### config.mk
export PLATFORM = sky130hd
export DESIGN_NAME = rr_arbiter_flat
export DESIGN_NICKNAME = d
export VERILOG_FILES = /design/src/rtl/arbiter_pkg.sv /design/src/rtl/rr_arbiter_if.sv /design/src/rtl/rr_pick.sv /design/src/rtl/rr_arbiter.sv /design/src/flat_wrapper.sv
export SDC_FILE = /design/constraint.sdc
export NUM_CORES = 1
export LEC_CHECK = 0
export BUFFER_PORTS_ARGS = -buffer_cell sky130_fd_sc_hd__buf_2
export CAP_MARGIN = 40
export CORE_MARGIN = 5
export CORE_UTILIZATION = 45
export DETAILED_ROUTE_END_ITERATION = 8
export PLACE_DENSITY = 0.77
export RECOVER_POWER = 50
export SYNTH_ARGS = -nofsm -noshare
export SYNTH_HDL_FRONTEND = slang
export SYNTH_HIERARCHICAL = 1
export SYNTH_SLANG_ARGS = --single-unit
### constraint.sdc
create_clock -name clk -period 4.8 [get_ports clk]
set_input_delay 0 -clock clk [delete_from_list [all_inputs] [get_ports clk]]
set_output_delay 0 -clock clk [all_outputs]
set_load 0.02 [all_outputs]
### src/rtl/arbiter_pkg.sv
// Shared definitions for the round-robin / fixed-priority arbiter family.
// Holds the mode constants, the FSM state type and a one-hot to index helper.
package arbiter_pkg;

   localparam int ARB_MODE_RR    = 0;
   localparam int ARB_MODE_FIXED = 1;

   typedef enum logic {
      ARB_IDLE = 1'b0,
      ARB_BUSY = 1'b1
   } arb_state_e;

   // Callers zero-extend their vector to 32 bits and truncate the result to their index width.
   function automatic logic [31:0] onehot_to_idx(input logic [31:0] oh);
      logic [31:0] idx;
      idx = '0;
      for (int i = 0; i < 32; i++) begin
         if (oh[i]) idx = idx | 32'(i);
      end
      return idx;
   endfunction

endpackage

### src/rtl/rr_arbiter_if.sv
// Request/grant bundle between N requesters (master side) and the arbiter (slave side).
interface rr_arbiter_if #(
   parameter int N_REQ = 4
);
   localparam int IDW = $clog2(N_REQ);

   logic [N_REQ-1:0] req;
   logic [N_REQ-1:0] grant;
   logic             grant_valid;
   logic [IDW-1:0]   grant_id;

   modport master (output req, input grant, grant_valid, grant_id);
   modport slave  (input req, output grant, grant_valid, grant_id);

endinterface

### src/rtl/rr_pick.sv
// Combinational winner selection: rotate the eligible requests so the search starts
// after last_id (or at 0 in fixed mode), priority-encode, then rotate the winner back.
module rr_pick
   import arbiter_pkg::*;
#(
   parameter int N_REQ = 4,
   parameter int MODE  = ARB_MODE_RR,
   parameter int IDW   = $clog2(N_REQ)
) (
   input  logic [N_REQ-1:0] req,
   input  logic [N_REQ-1:0] mask,
   input  logic [IDW-1:0]   last_id,
   output logic [N_REQ-1:0] winner,
   output logic             found
);

   localparam int SW = IDW + 1;

   logic [N_REQ-1:0]   eligible;
   logic [SW-1:0]      start;
   logic [2*N_REQ-1:0] rotated;
   logic [N_REQ-1:0]   first;
   logic [2*N_REQ-1:0] placed;
   logic               taken;

   assign eligible = req & ~mask;
   assign found    = |eligible;

   // NOTE: every variable written here gets a default first, so no path leaves one
   // unassigned and no latch is inferred.
   always_comb begin
      start   = '0;
      rotated = '0;
      first   = '0;
      placed  = '0;
      taken   = 1'b0;
      winner  = '0;

      if (MODE != ARB_MODE_FIXED) start = SW'(last_id) + SW'(1);

      // Start may equal N_REQ (after last_id = N_REQ-1); the doubled copy makes that a clean wrap.
      rotated = {eligible, eligible} >> start;

      for (int i = 0; i < N_REQ; i++) begin
         if (rotated[i] && !taken) begin
            first[i] = 1'b1;
            taken    = 1'b1;
         end
      end

      placed = {{N_REQ{1'b0}}, first} << start;
      winner = placed[N_REQ-1:0] | placed[2*N_REQ-1:N_REQ];
   end

endmodule

### src/rtl/rr_arbiter.sv
// N-way arbiter with round-robin or fixed priority and an optional bound on how long
// a holder may keep the grant while others wait. Grant, valid and index are registered.
module rr_arbiter
   import arbiter_pkg::*;
#(
   parameter int N_REQ    = 4,
   parameter int MODE     = ARB_MODE_RR,
   parameter int MAX_HOLD = 0,
   parameter int IDW      = $clog2(N_REQ)
) (
   input  logic          clk,
   input  logic          res,
   rr_arbiter_if.slave   bus
);

   localparam int HCW = (MAX_HOLD == 0) ? 1 : $clog2(MAX_HOLD + 1);
   localparam logic [HCW-1:0] HOLD_LAST = (MAX_HOLD == 0) ? '0 : HCW'(MAX_HOLD - 1);
   localparam logic [IDW-1:0] LAST_RST  = IDW'(N_REQ - 1);

   arb_state_e       state_q, state_d;
   logic [N_REQ-1:0] grant_q, grant_d;
   logic [IDW-1:0]   id_q, id_d;
   logic [IDW-1:0]   last_q, last_d;
   logic [HCW-1:0]   hold_q, hold_d;

   logic [N_REQ-1:0] pick_oh;
   logic             pick_found;
   logic [IDW-1:0]   pick_id;
   logic             holder_req;
   logic             others_req;
   logic             keep;

   // Masking the holder only matters for forced rotation; a released holder's bit is already 0.
   rr_pick #(
      .N_REQ (N_REQ),
      .MODE  (MODE),
      .IDW   (IDW)
   ) u_pick (
      .req     (bus.req),
      .mask    (grant_q),
      .last_id (last_q),
      .winner  (pick_oh),
      .found   (pick_found)
   );

   assign pick_id = IDW'(onehot_to_idx(32'(pick_oh)));

   always_comb begin
      holder_req = |(bus.req & grant_q);
      others_req = |(bus.req & ~grant_q);
      keep       = holder_req && ((MAX_HOLD == 0) || !others_req || (hold_q < HOLD_LAST));

      state_d = state_q;
      grant_d = grant_q;
      id_d    = id_q;
      last_d  = last_q;
      hold_d  = hold_q;

      case (state_q)
         ARB_IDLE: begin
            if (pick_found) begin
               state_d = ARB_BUSY;
               grant_d = pick_oh;
               id_d    = pick_id;
               last_d  = pick_id;
               hold_d  = '0;
            end
         end
         ARB_BUSY: begin
            if (keep) begin
               if (hold_q < HOLD_LAST) hold_d = hold_q + HCW'(1);
            end else if (pick_found) begin
               grant_d = pick_oh;
               id_d    = pick_id;
               last_d  = pick_id;
               hold_d  = '0;
            end else begin
               state_d = ARB_IDLE;
               grant_d = '0;
               id_d    = '0;
               hold_d  = '0;
            end
         end
         default: begin
            state_d = ARB_IDLE;
            grant_d = '0;
            id_d    = '0;
            hold_d  = '0;
         end
      endcase
   end

   // NOTE: state registers use non-blocking assignments so every flop samples pre-edge values.
   // NOTE: every register, including last_id, is reset; there is no storage array to leave unreset.
   always_ff @(posedge clk or posedge res) begin
      if (res) begin
         state_q <= ARB_IDLE;
         grant_q <= '0;
         id_q    <= '0;
         last_q  <= LAST_RST;
         hold_q  <= '0;
      end else begin
         state_q <= state_d;
         grant_q <= grant_d;
         id_q    <= id_d;
         last_q  <= last_d;
         hold_q  <= hold_d;
      end
   end

   assign bus.grant       = grant_q;
   assign bus.grant_valid = (state_q == ARB_BUSY);
   assign bus.grant_id    = id_q;

endmodule

### src/flat_wrapper.sv
// flat-port wrapper written by rule: the top's interface ports become plain ports
module rr_arbiter_flat import arbiter_pkg::*;
#(
   parameter int N_REQ    = 4,
   parameter int MODE     = ARB_MODE_RR,
   parameter int MAX_HOLD = 0,
   parameter int IDW      = $clog2(N_REQ)
)
  (clk, res, bus_req, bus_grant, bus_grant_valid, bus_grant_id);
  rr_arbiter_if #(.N_REQ(N_REQ)) bus_i ();
  input  logic clk;
  input  logic res;
  input wire logic [$bits(bus_i.req)-1:0] bus_req;
  output wire logic [$bits(bus_i.grant)-1:0] bus_grant;
  output wire logic [$bits(bus_i.grant_valid)-1:0] bus_grant_valid;
  output wire logic [$bits(bus_i.grant_id)-1:0] bus_grant_id;
  assign bus_i.req = bus_req;
  assign bus_grant = bus_i.grant;
  assign bus_grant_valid = bus_i.grant_valid;
  assign bus_grant_id = bus_i.grant_id;
  rr_arbiter #(.N_REQ(N_REQ), .MODE(MODE), .MAX_HOLD(MAX_HOLD), .IDW(IDW)) u_core (.clk(clk), .res(res), .bus(bus_i));
endmodule
==> metrics.md <==
| Metric | Value |
|---|---|
| Share of cells above drive strength 1 | 0.280 |
| CTS HTree Levels | 1 |
| Asr flop ratio synth | 1.00 |
| Reg2reg start | u_core/last_q[1] |
| Hpwl dp | about 1300 um |
| Commonest non-fill, non-tap cell in the layout | buf_2 |
| Grt ovf | 0 |
| Synth Area in Compound Gates | 0.265 |
| CORE AREA | ~0.0017 sq mm |
| Post-Synth Simple-Gate Area | 0.258 |
| Pre-Repair DR Iteration Count | 4 |
| Synthesized flop and latch total | 9 |
| Max-slew violation count | 0 |
| Port Buffers | 12 |
| GP Congestion | between 0.7 and 0.8 |
| Worst Path Arrival | roughly 2.8 ns |
| Capturing point of the worst reg2reg path | u_core/bus.grant_id[1] |
| Fin. Hold Viols | 0 |
| Min-delay worst type | input port to async pin |
| Largest family of logic cells by synthesized area | compound AO/OA/AOI/OAI gates |
| Synth Area in Adders | 0.0158 |
| Standard-cell rows | 15 |
| Yosys cell types | 42 |
| F_max | roughly 370 MHz |
| CP required | roughly 5 ns |
| Core Util, Final | 0.505 |
| WHS | roughly 0.24 ns |
| Post-CTS Setup Repair Bufs | 0 |
| Register area share after synthesis | 0.288 |
| Initial Utilization | 0.467 |
| Max Cap Viol | 0 |
| Crit end category | flop |
| Fin crit period | roughly 2.7 ns |
| First-pass GRT wire length | 2830 um |
| I/O pin total | 13 |
| Final setup TNS | 0 ns |
| Tot GR Track Use | 0.136 |
| Sink Count | 9 |
| Final ANT Viol Nets | 0 |
| Worst-case reg-to-reg path depth | 9 |
| TritonCTS buffer count | 3 |
| Pwr dens | about 780 mW/mm^2 |
| Drt first-iter violations | 22 |
| Post-Syn Area per Cell | a little under 9 sq um |
| RSZ-0062 raised after global routing | false |
| Die Y | about 52 um |
| Worst vdd ir | 0.000430 V |
| Via density | about 5.8 |
| Die width | slightly above 50 um |
| Slew HR | 0.666 |
| Clock transition at path regs | approximately 0.060 ns |
| Netlist Area Pre-Place | 790 sq um |
| CTS tree | yes |
| Fillers | 166 |
| CP startpoint kind | flop |
| Syn_nets | between 90 and 100 |
| Worst-Margin Slew | 0.495 ns |
| Drc violations | 0 |
| EDFF count, synth | 0 |
| Yosys Warn Count | 6 |
| Synth-to-Final Area Change | 8.08% |
| # hold bufs at CTS | 1 |
| Commonest non-fill, non-tap cells in the layout | buf_2 (9), dfrtp_1 (7), nor3_1 (6) |
| Largest net degree at the start of global routing | 21 |
| DIE AREA | 0.00269 sq mm |
| Status | complete, no violations |
| Initial antenna violation count | 0 |
| Total Routed Length | between 1500 and 2000 um |
| Mux contribution to synthesized area | 0.0903 |
| Clock latency at the later pin of the worst-skew pair | 0.25 ns |
| Top FF cell, synth | dfrtp_1 |
| Vias in the first global route | 662 |
| Drt wl/cell | about 14 um |
| Synth Area in XOR/XNOR | 0 |
| Final period utilization | 0.556 |
| Reg-to-reg slack, setup | 2.13 ns |
| CTS root buffer | clkbuf_4 |
| Worst Skew | 0.000238 ns |
| Max FO, Critical Path | 20 |
| Synth Instances | ~90 |
| Nets | between 100 and 150 |
| # setup viols final | 0 |
| CTS Buffer Depth | 2 |
| Post_cts resized | 0 |
| WS Path Type | flop to flop |
| Leakage power | approximately 0.37 nW |
| Via count | roughly 680 |
| Number of diodes | 0 |
## Yosys cell counts, types with 3 or more instances
library cell | number | share of area
inv_1 | 4 | 0.019
a21oi_1 | 5 | 0.032
buf_2 | 4 | 0.025
mux2i_1 | 3 | 0.038
nor3_1 | 6 | 0.038
nand2_1 | 4 | 0.019
nor2_1 | 4 | 0.019
a22o_2 | 4 | 0.051
nor4_1 | 3 | 0.024
nor2b_1 | 3 | 0.024
dfrtp_1 | 7 | 0.22
nand3_1 | 4 | 0.025
nand2b_1 | 3 | 0.024
## layout make-up
class | count | area (sq um) | area share
clock buffers | 4 | 26.3 | 0.0308
inverters | 4 | 15.0 | 0.0176
multi-input cells | 70 | 497 | 0.582
flip-flops and latches | 9 | 228 | 0.267
well taps | 17 | 21.3 | 0.0249
repair buffers | 13 | 66.3 | 0.0777
## flip-flops by register name, indices dropped and copies added, names as in the netlist
name,count
u_core/bus.grant_valid,1
u_core/bus.grant,4
u_core/bus.grant_id,2
u_core/last_q,2
## logic make-up (layout without fill, tap and decap cells)
kind of cell    Yosys count  count (layout)
mux                       6               6
compound gates           27              27
flops                     9               9
buf+inv                  12              21
simple gates             36              36
fa+ha+maj                 1               1
## metrics by stage
stage	cell area, sq um	setup slack [ns]	cells	power [mW]
floorplan	790	2.46	91	0.549
global placement	821	2.24	112	0.600
detailed placement	821	2.14	112	0.614
CTS	857	2.13	117	0.674
global route	853	1.97	117	0.723
finish	853	2.13	117	0.669
## where the power goes
| part | internal (mW) | switching (mW) | leakage, nW |
|---|---|---|---|
| Clock | 0.0318 | 0.0232 | 0.0150 |
| Combinational | 0.210 | 0.229 | 0.252 |
| Sequential | 0.119 | 0.0566 | 0.107 |
## per-layer routing
| metal | track usage | up-vias | share of wire |
|---|---|---|---|
| met5 | 0 | - | 0 |
| met4 | 0.0524 | 0 | 0.0043 |
| met3 | 0.00860 | 2 | 0.019 |
| met2 | 0.232 | 7 | 0.51 |
| met1 | 0.176 | 315 | 0.46 |
| li1 | - | 355 | - |
## worst max-delay path, cell delays in order (launching register included)
cell and delay [ns]:
dfstp_2 0.71, ha_1 0.39, nor4_1 0.12, a211oi_1 0.24, a21oi_1 0.06, mux2_2 0.29
or2_2 0.31, mux2i_1 0.15, o22ai_1 0.10, a31o_2 0.21
## how the worst max path moves through the flow
stage	from	endpoint	slack, ns	depth (start not counted)
3_5_place_dp	u_core/last_q[1]	u_core/bus.grant_id[1]	2.14	9
5_1_grt	u_core/last_q[1]	u_core/bus.grant_id[1]	1.97	9
3_3_place_gp	u_core/last_q[1]	u_core/bus.grant_id[1]	2.24	9
4_1_cts	u_core/last_q[1]	u_core/bus.grant_id[1]	2.13	9
6_report	u_core/last_q[1]	u_core/bus.grant_id[1]	2.13	9
2_1_floorplan	u_core/last_q[0]	u_core/bus.grant_id[1]	2.46	10
Note: power is estimated with default switching activity, not from simulation.
